===== config.mk =====
export PLATFORM = sky130hd
export DESIGN_NAME = lutram_reader
export DESIGN_NICKNAME = d
export VERILOG_FILES = /design/src/rtl/lutram_reader.sv
export SDC_FILE = /design/constraint.sdc
export NUM_CORES = 1
export LEC_CHECK = 0
export ABC_AREA = 1
export CAP_MARGIN = 30
export CORE_MARGIN = 2
export CORE_UTILIZATION = 45
export DETAILED_ROUTE_END_ITERATION = 7
export DONT_BUFFER_PORTS = 1
export PLACE_DENSITY = 0.65
export SETUP_SLACK_MARGIN = 0.3
export SYNTH_ARGS = -nofsm -noshare
export SYNTH_HDL_FRONTEND = slang
export SYNTH_SLANG_ARGS = --single-unit

===== constraint.sdc =====
create_clock -name clk -period 2.2 [get_ports clk]
set_input_delay 0.66 -clock clk [delete_from_list [all_inputs] [get_ports clk]]
set_output_delay 0.66 -clock clk [all_outputs]
set_load 0.05 [all_outputs]

===== src/rtl/lutram_reader.sv =====
// lutram_reader: streams a base/len window of the LUTRAM onto a valid/ready port.
// Optional multi-pass replay is enabled with `define LUTRAM_READER_REPEAT_EN.
module lutram_reader #(
  parameter int BIT_DEPTH  = 8,
  parameter int ADDR_WIDTH = 10,
  parameter int DEPTH      = 784
) (
  input  logic                  clk,
  input  logic                  rst,
  input  logic                  start,
  input  logic [ADDR_WIDTH-1:0] base,
  input  logic [ADDR_WIDTH-1:0] len,
`ifdef LUTRAM_READER_REPEAT_EN
  input  logic [7:0]            repeat_count,
`endif
  output logic [ADDR_WIDTH-1:0] rd_addr,
  input  logic [BIT_DEPTH-1:0]  rd_data,
  output logic                  m_valid,
  input  logic                  m_ready,
  output logic [BIT_DEPTH-1:0]  m_data,
  output logic                  m_last,
  output logic                  busy,
  output logic                  done
);

  typedef enum logic [1:0] {IDLE, RUN, FIN} state_t;

  localparam logic [ADDR_WIDTH-1:0] DEP_A = ADDR_WIDTH'(DEPTH);
  localparam logic [ADDR_WIDTH-1:0] TOP_A = ADDR_WIDTH'(DEPTH - 1);

  state_t                state;
  logic [ADDR_WIDTH-1:0] addr;
  logic [ADDR_WIDTH-1:0] remaining;
  logic [ADDR_WIDTH-1:0] base_c;
  logic [ADDR_WIDTH-1:0] len_c;
  logic [ADDR_WIDTH-1:0] addr_nxt;
  logic                  xfer;
  logic                  load;
  logic                  final_beat;

  assign rd_addr  = addr;
  assign base_c   = (base >= DEP_A) ? '0 : base;
  assign len_c    = (len > DEP_A) ? DEP_A : len;
  assign addr_nxt = (addr == TOP_A) ? '0 : addr + 1'b1;
  assign xfer     = m_valid && m_ready;
  assign load     = (state == RUN) && (remaining != '0)
                    && (!m_valid || m_ready);

`ifdef LUTRAM_READER_REPEAT_EN
  logic [ADDR_WIDTH-1:0] base_q;
  logic [ADDR_WIDTH-1:0] len_q;
  logic [7:0]            pass_q;
  logic                  wrap_pass;

  assign wrap_pass  = (remaining == 1) && (pass_q != '0);
  assign final_beat = (remaining == 1) && (pass_q == '0);
`else
  assign final_beat = (remaining == 1);
`endif

  // FIN behaves like IDLE for start so a new run can follow done directly
  always_ff @(posedge clk) begin
    if (rst) begin
      state     <= IDLE;
      addr      <= '0;
      remaining <= '0;
      m_valid   <= 1'b0;
      m_last    <= 1'b0;
      m_data    <= '0;
      busy      <= 1'b0;
      done      <= 1'b0;
`ifdef LUTRAM_READER_REPEAT_EN
      base_q    <= '0;
      len_q     <= '0;
      pass_q    <= '0;
`endif
    end else begin
      done <= 1'b0;
      case (state)
        IDLE, FIN: begin
          if (start) begin
            addr      <= base_c;
            remaining <= len_c;
`ifdef LUTRAM_READER_REPEAT_EN
            base_q    <= base_c;
            len_q     <= len_c;
            pass_q    <= repeat_count;
`endif
            if (len_c == '0) begin
              state <= FIN;
              done  <= 1'b1;
            end else begin
              state <= RUN;
              busy  <= 1'b1;
            end
          end else begin
            state <= IDLE;
          end
        end
        RUN: begin
          if (xfer) m_valid <= 1'b0;
          if (load) begin
            m_data  <= rd_data;
            m_valid <= 1'b1;
            m_last  <= final_beat;
`ifdef LUTRAM_READER_REPEAT_EN
            if (wrap_pass) begin
              addr      <= base_q;
              remaining <= len_q;
              pass_q    <= pass_q - 1'b1;
            end else begin
              addr      <= addr_nxt;
              remaining <= remaining - 1'b1;
            end
`else
            addr      <= addr_nxt;
            remaining <= remaining - 1'b1;
`endif
          end
          if (xfer && m_last) begin
            state   <= FIN;
            done    <= 1'b1;
            busy    <= 1'b0;
            m_valid <= 1'b0;
            m_last  <= 1'b0;
          end
        end
        default: state <= IDLE;
      endcase
    end
  end

endmodule


==> results of run 1 <==
==> metal layers <==
| metal | global-route usage, % | vias to the layer above |
|---|---|---|
| met2 | 35.96 | 59 |
| met5 | 0 | - |
| li1 | - | 1154 |
| met4 | 8.436 | 0 |
| met1 | 28.82 | 997 |
| met3 | 4.834 | 4 |
==> worst register-to-register path, stage by stage, from the launching register on <==
cell and delay, ns:
dfxtp_1 0.34, inv_1 0.14, ha_2 0.23, nand2_2 0.09
nor2_2 0.14, nand2_2 0.09, nand3_4 0.17, buf_4 0.22
nand3_1 0.08, nand2_1 0.08, nor2_1 0.06
==> cell families (layout without fill, tap and decap cells) <==
group	count (synthesis)	in the layout	share of synthesized area, %
and+or+nand+nor	221	221	45.27
AOI/OAI and AO/OA	42	42	9.865
xor gates and xnor gates	2	2	0.8222
adders and majority gates	3	3	1.762
buffers and inverters	48	63	10.33
DFF	34	34	31.94
==> power breakdown <==
group          switching, mW  leakage [nW]  internal (mW)
clock                  0.235        0.0472          0.252
combinational          0.404         0.782          0.200
sequential             0.103         0.280          0.680
total                  0.741          1.11           1.13
==> metrics by stage <==
stage / cell area (sq um) / total power, mW
after floorplan: 2131 / 1.256
after global placement: 2220 / 1.364
after detailed placement: 2220 / 1.372
after CTS: 2315 / 1.861
after global routing: 2367 / 1.988
final: 2367 / 1.873
==> placed cells by master, fill, tap and decap left out, types with 3 or more instances in the layout <==
| master | count |
|---|---|
| nand2_2 | 3 |
| dfxtp_1 | 34 |
| o21ai_0 | 20 |
| nand3_1 | 47 |
| clkbuf_8 | 6 |
| nor3_1 | 4 |
| nand2_1 | 86 |
| nor2_1 | 66 |
| a21oi_1 | 20 |
| inv_1 | 34 |
| nand4_1 | 6 |
| buf_4 | 18 |
==> state kept, by name (all words and copies together) (netlist names) <==
register / cells
m_data: 8
done: 1
m_last: 1
remaining: 10
busy: 1
m_valid: 1
state: 2
rd_addr: 10
==> timing repair <==
action | in CTS | in global routing
setup buffers | 0 | 5
resized for setup | 0 | 3
hold buffers | 0 | 0
endpoints found under the setup margin | 0 | 21
==> final timing paths <==
path                                endpoint    startpoint  slack (ns)  cells after the start
worst min-delay path            remaining[3]           rst        0.44                      1
worst max-delay path            remaining[9]  remaining[0]        0.45                     10
worst min register to register    rd_addr[2]    rd_addr[2]        0.56                      2
worst max register to register  remaining[9]  remaining[0]        0.45                     10
==> layout make-up <==
type                       count  area, sq um
clock buffer                   6        82.58
clock inverter                 2        12.51
fill                         471         2262
inverter                      37        147.6
multi-input combinational    268         1241
sequential                    34        680.7
tap                           54        67.56
timing repair buffer          18        135.1
==> metrics.yaml, run 1 <==
status: "completed"
peakVddDrop_uv: 585.1
dieArea_sq_um: 5301
antenna_found_initial: 0
ys.flop_type: "dfxtp_1"
startpoint_type: "flop"
rows: 25
end_kind: "flop"
clk_path_buf_depth: 2
synth_seq_area_share_pct: 31.94
cts_buffers: 5
placedCellCount: 406
drc: 0
drt-total-wl_um: 5473
viasPerCell: 5.284
final_core_util_pct: 51.14
grt_usage_pct: 22.16
dp_slack_ns: 0.4344
syn_area_sq_um: 2131
port_buffers: 0
cts.sinks: 34
die_w_um: 72.81
tightestPinTransition_ns: 0.6032
grt_first_pass_wirelength_um: 9266
async_flop_share_pct: 0
syn_nets: 385
dp_hpwl_um: 4040
hp-class: "primary input to flop"
avgSynthCellArea_sq_um: 6.088
grt_pass1_vias: 2087
start_util_pct: 46.03
grt_overflow: 0
via_count: 2214
path_clk_slew_ns: 0.08
synth_cells: 350
synth.area.top_cells: "dfxtp_1 (32%), nand2_1 (15%), nor2_1 (12%), nand3_1 (11%), inv_1 (6.2%)"
max_clock_freq_mhz: 572.0
wl_met2_um: 2594
synth.distinct_cells: 29
yosysMostFrequentCell: "nand2_1"
coreArea_sq_um: 4629
gp_congestion: 0.9123
dr_wl_met3_um: 305
post_drt_wl_per_cell_um: 13.06
yosysTopAreaCell: "dfxtp_1"
grt_setup_unrepaired: "no"
grt_max_degree: 26
die-height_um: 72.81
required_ns: 2.37
maxSlewHeadroom_pct: 59.74
leakage_nw: 1.109
dr.pass1.iters: 4
drv_cap: 0
crit_buf_inv: 2
top_layer: "met4"
root_buffer: "clkbuf_8"
slowest_delay_ns: 0.34
drive_gt1_share_pct: 10.96
ios: 54
whs_ns: 0.4397
synthTopCellsByCount: "nand2_1 (86), nor2_1 (66), nand3_1 (47)"
powerDensity_nw_per_um2: 791.1
ys_seq_elements: 34
finalCritPeriodShare_pct: 79.46
synth_enable_flop_cells: 0
setup_viol: 0
antenna_cells: 0
critPathTopFamily: "simple AND/OR/NAND/NOR gates"
wl_met1_um: 2525
nets: 399
syn_to_final_growth_pct: 11.10
yosys_warnings: 0
worst_slack_ns: 0.4518
critical_path_class: "flop to flop"
post-route-min-period_ns: 1.748
final_antenna_net_count: 0
crit_path_cell_trace: "inv_1 -> ha_2 -> nand2_2 -> nor2_2 -> nand2_2 -> nand3_4 -> buf_4 -> nand3_1 -> nand2_1 -> nor2_1"
final.setup.tns_ns: 0
finalHoldViolations: 0
insertion_delay_ns: 0.28
path_max_fanout: 11
fin_cells: 419
synth_top_cell_area_share_pct: 31.94
cpMostUsedCell: "nand2_2"
skew_ns: 0.006564
drv_slew: 0
cts_htree_levels: 2
cp_slowest_cell: "dfxtp_1"
cts_tree: "done"
arrival_ns: 1.92
drt_iter0_drc: 106
Note: power is estimated with default switching activity, not from simulation.
==> inputs of run 2 (changes only) <==
--- a/config.mk
+++ b/config.mk
@@ -11,7 +11,7 @@
 export CORE_UTILIZATION = 45
 export DETAILED_ROUTE_END_ITERATION = 7
 export DONT_BUFFER_PORTS = 1
-export PLACE_DENSITY = 0.65
+export PLACE_DENSITY = 0.67
 export SETUP_SLACK_MARGIN = 0.3
 export SYNTH_ARGS = -nofsm -noshare
 export SYNTH_HDL_FRONTEND = slang
==> constraint.sdc (replaced) <==
create_clock -name clk -period 1.43 [get_ports clk]
set_input_delay 0.429 -clock clk [delete_from_list [all_inputs] [get_ports clk]]
set_output_delay 0.429 -clock clk [all_outputs]
set_load 0.05 [all_outputs]
==> metrics.yaml, run 2 (synthesized netlist as in run 1, its figures left out) <==
status: "finished with violations"
violations: "setup timing"
grt_first_pass_wirelength_um: 10200
viasPerCell: 5.531
worst_hold_path.endpoint: "m_data[7]"
antenna_found_initial: 0
crit_path_cell_trace: "inv_2 -> ha_4 -> nand2_4 -> nor2_4 -> nand2_2 -> nand3_4 -> nand2_8 -> nand2_1 -> nor2_1 -> nor2_1"
via_count: 2489
drv_cap: 0
start_util_pct: 46.03
insertion_delay_ns: 0.29
cts_buffers: 5
worst_slack_ns: -0.08270
hold_depth: 1
final.setup.tns_ns: -0.6484
cts_tree: "done"
r2r_slack_ns: -0.08
syn_to_final_growth_pct: 45.04
final_cell_mix: "nand2_1 (79), nor2_1 (46), nand3_1 (43)"
port_buffers: 0
timing.rr.end: "rd_addr[8]"
final_antenna_net_count: 0
clk_path_buf_depth: 2
drt-total-wl_um: 6524
post_drt_wl_per_cell_um: 14.50
powerDensity_nw_per_um2: 1123
dp_hpwl_um: 4233
cts_htree_levels: 2
path_max_fanout: 8
drv_slew: 0
finalCritPeriodShare_pct: 105.8
post-route-min-period_ns: 1.513
startpoint_type: "flop"
cts.sinks: 34
cp_slowest_cell: "dfxtp_2"
dr.pass1.iters: 5
antenna_cells: 0
die_w_um: 72.81
final.fill_count: 394
arrival_ns: 1.69
root_buffer: "clkbuf_8"
dieArea_sq_um: 5301
peakVddDrop_uv: 732.6
hp-start: "rst"
grt_pass1_vias: 2391
slowest_delay_ns: 0.34
rows: 25
required_ns: 1.61
r2r-start: "remaining[0]"
die-height_um: 72.81
maxSlewHeadroom_pct: 73.36
end_kind: "flop"
place_area_sq_um: 2392
leakage_nw: 1.383
final_common_cell: "nand2_1"
critPathTopFamily: "simple AND/OR/NAND/NOR gates"
drive_gt1_share_pct: 35.35
crit_buf_inv: 1
gp_congestion: 0.8627
setup_viol: 22
hp-class: "primary input to flop"
path_clk_slew_ns: 0.07
drc: 0
grt_usage_pct: 24.56
tightestPinTransition_ns: 0.3985
grt_setup_unrepaired: "yes"
cpMostUsedCell: "nor2_1"
ios: 54
grt_overflow: 0
finalHoldViolations: 0
max_clock_freq_mhz: 661.1
r2r_cells: 10
drt_iter0_drc: 142
skew_ns: 0.005373
stdcell_area_sq_um: 3090
nets: 430
dp_slack_ns: -0.04417
grt_max_degree: 26
coreArea_sq_um: 4629
critical_path_class: "flop to flop"
[run 2: routing by layer]
layer | GRT usage (%) | up-vias | wire (um)
li1 | - | 1223 | -
met1 | 28.62 | 1148 | 2665
met2 | 43.03 | 107 | 3292
met3 | 7.320 | 11 | 455
met4 | 7.819 | 0 | 111
met5 | 0 | - | 0
[run 2: layout make-up]
| class | instances | area, sq um | area share, % |
|---|---|---|---|
| clock inverter | 2 | 10.01 | 0.3239 |
| timing repair inverter | 1 | 16.27 | 0.5263 |
| sequential | 34 | 760.7 | 24.62 |
| tap | 54 | 67.56 | 2.186 |
| clock buffer | 6 | 93.84 | 3.036 |
| inverter | 37 | 183.9 | 5.951 |
| multi-input combinational | 269 | 1471 | 47.61 |
| timing repair buffer | 47 | 486.7 | 15.75 |
[run 2: per-stage QoR]
step                hold slack [ns]  power (mW)  util [%]  cells
floorplan                    0.4981       1.990         -    350
global placement             0.4949       2.221     51.68    420
detailed placement           0.4950       2.235     51.68    420
CTS                          0.1776       3.319     62.95    446
global route                 0.1709       3.656     66.76    450
finish                       0.1841       3.471     66.76    450
[run 2: power breakdown]
part	internal, mW	switching [mW]
Clock	0.442	0.363
Sequential	1.06	0.171
Combinational	0.612	0.828
Total	2.11	1.36
[run 2: worst register-to-register path: cells and delay by family, from the launching register on]
kind	cells	cell delay, ns
adder cells (fa/ha/maj)	1	0.16
buffers and inverters	1	0.05
AND/OR/NAND/NOR	8	0.84
flip-flops	1	0.34
[run 2: worst max path at each step]
stage	startpoint	end	slack, ns	cells past startpoint
after global placement	remaining[2]	rd_addr[1]	0.02	9
after detailed placement	remaining[1]	remaining[4]	-0.04	10
after CTS	remaining[0]	rd_addr[1]	0.02	10
after floorplan	remaining[0]	rd_addr[8]	0.06	11
after global routing	remaining[1]	rd_addr[6]	-0.15	10
final	remaining[0]	rd_addr[8]	-0.08	10
[run 2: repair_timing]
item,4_1_cts,5_1_grt
setup buffers,16,4
endpoints found under the setup margin,55,55
pin swaps,16,22
gates resized for setup,88,41
hold endpoints to repair,0,0
gates cloned,2,0
hold buffers,0,0
==> inputs of run 3 (changes only) <==
--- a/config.mk
+++ b/config.mk
@@ -9,9 +9,11 @@
 export CAP_MARGIN = 30
 export CORE_MARGIN = 2
 export CORE_UTILIZATION = 45
+export CTS_BUF_LIST = sky130_fd_sc_hd__clkbuf_8
 export DETAILED_ROUTE_END_ITERATION = 7
 export DONT_BUFFER_PORTS = 1
-export PLACE_DENSITY = 0.67
+export PLACE_DENSITY_LB_ADDON = 0.05
+export RECOVER_POWER = 100
 export SETUP_SLACK_MARGIN = 0.3
 export SYNTH_ARGS = -nofsm -noshare
 export SYNTH_HDL_FRONTEND = slang
==> metrics.yaml, run 3 (synthesized netlist as in run 1, its figures left out) <==
status: "finished with violations"
violations: "setup timing"
postCtsHoldBufs: 0
crit_buf_inv: 2
drt_iter0_drc: 105
path_max_fanout: 7
swShare_pct: 38.93
cpMostUsedCell: "nand2_4"
seqPwrFrac_pct: 34.5
cts.sinks: 34
max_clock_freq_mhz: 698.3
via_count: 2448
dr.pass1.iters: 4
rows: 25
finalHoldViolations: 0
arrival_ns: 1.62
die-height_um: 72.81
grt_pass1_vias: 2294
grt_first_pass_wirelength_um: 10430
crit_path_cell_trace: "inv_2 -> ha_4 -> nand2_4 -> nor2_4 -> nand2_4 -> nand3_4 -> nand2_8 -> buf_6 -> nand2_4 -> a21oi_2"
power.total_mw: 3.453
end_kind: "flop"
tightestPinTransition_ns: 0.3880
path_clk_slew_ns: 0.07
antenna_cells: 0
final_common_cell: "nand2_1"
cts_tree: "done"
grt_usage_pct: 25.38
startpoint_type: "flop"
finalCritPeriodShare_pct: 100.1
worst_slack_ns: -0.002097
slowest_delay_ns: 0.32
ios: 54
dieArea_sq_um: 5301
syn_to_final_growth_pct: 40.69
skew_ns: 0.004110
post-route-min-period_ns: 1.432
switching_power_mw: 1.344
root_buffer: "clkbuf_8"
port_buffers: 0
internal-power_mw: 2.109
viasPerCell: 5.404
nets: 433
required_ns: 1.62
drive_gt1_share_pct: 38.85
die_w_um: 72.81
peakVddDrop_uv: 590.7
drv_slew: 0
drv_cap: 0
hp-class: "primary input to flop"
powerDensity_nw_per_um2: 1152
start_util_pct: 46.03
pwr-share-clk_pct: 25.5
post_drt_wl_per_cell_um: 14.13
grt_max_degree: 26
setup_viol: 2
final_antenna_net_count: 0
cp_slowest_cell: "dfxtp_2"
pwr-share-comb_pct: 40.0
coreArea_sq_um: 4629
drc: 0
cts_buffers: 5
drt-total-wl_um: 6403
insertion_delay_ns: 0.29
leakage_nw: 1.397
grt_setup_unrepaired: "yes"
antenna_found_initial: 0
maxSlewHeadroom_pct: 74.06
dp_hpwl_um: 4308
critPathTopFamily: "simple AND/OR/NAND/NOR gates"
critical_path_class: "flop to flop"
cts_htree_levels: 2
final_cell_mix: "nand2_1 (76), nor2_1 (45), nand3_1 (39)"
clk_path_buf_depth: 2
gp_congestion: 0.8949
final.setup.tns_ns: -0.003255
grt_overflow: 0
## run 3: changes by cell type in the layout (fill, tap and decap cells not counted), sizes merged
cell,change
buf,-11
bufinv,+1
clkinv,-1
nand3,+1
inv,+1
clkbuf,+12
## run 3: layout make-up
type,count,area (sq um)
clock buffer,5,68.82
clock inverter,3,40.04
fill,452,1632
inverter,37,167.7
multi-input combinational,270,1525
sequential,34,730.7
tap,54,67.56
timing repair buffer,49,386.6
timing repair inverter,1,11.26
## run 3: final timing paths
path,start,end,slack [ns],cells past startpoint
max,remaining[0],remaining[3],-0.002,10
min,rst,m_data[2],0.18,1
max reg2reg,remaining[0],remaining[3],-0.002,10
min reg2reg,m_data[0],m_data[0],0.56,2
## run 3: through the flow
stage | hold slack (ns) | setup WS (ns) | utilization (%) | cell area [sq um] | cells
after floorplan | 0.4981 | 0.06430 | - | 2208 | 350
after global placement | 0.4935 | 0.01691 | 52.43 | 2427 | 423
after detailed placement | 0.4944 | -0.01986 | 52.43 | 2427 | 423
after CTS | 0.1753 | 0.03258 | 63.22 | 2927 | 447
after global routing | 0.1653 | -0.07381 | 64.76 | 2998 | 453
final | 0.1834 | -0.002097 | 64.76 | 2998 | 453
## run 3: what timing repair did
item                                    CTS  global route
hold endpoints to repair                  0             0
buffers inserted                         12             6
resized for setup                        84            50
pin swaps                                17            18
endpoints found under the setup margin   55            55
gates cloned                              4             0
## run 3: power by group through the flow
| stage | registers [mW] | logic, mW | clock network [mW] |
|---|---|---|---|
| after global placement | 1.20 | 1.05 | 0 |
| after CTS | 1.20 | 1.30 | 0.904 |
| final | 1.19 | 1.38 | 0.879 |
| after global routing | 1.20 | 1.51 | 0.940 |
| after detailed placement | 1.20 | 1.05 | 0 |
| after floorplan | 1.37 | 0.623 | 0 |
## run 3: per-layer routing
layer  wire [um]  track usage, %
met1        2784           32.19
met2        3147           43.23
met3         384           5.249
met4          87           7.819
met5           0               0
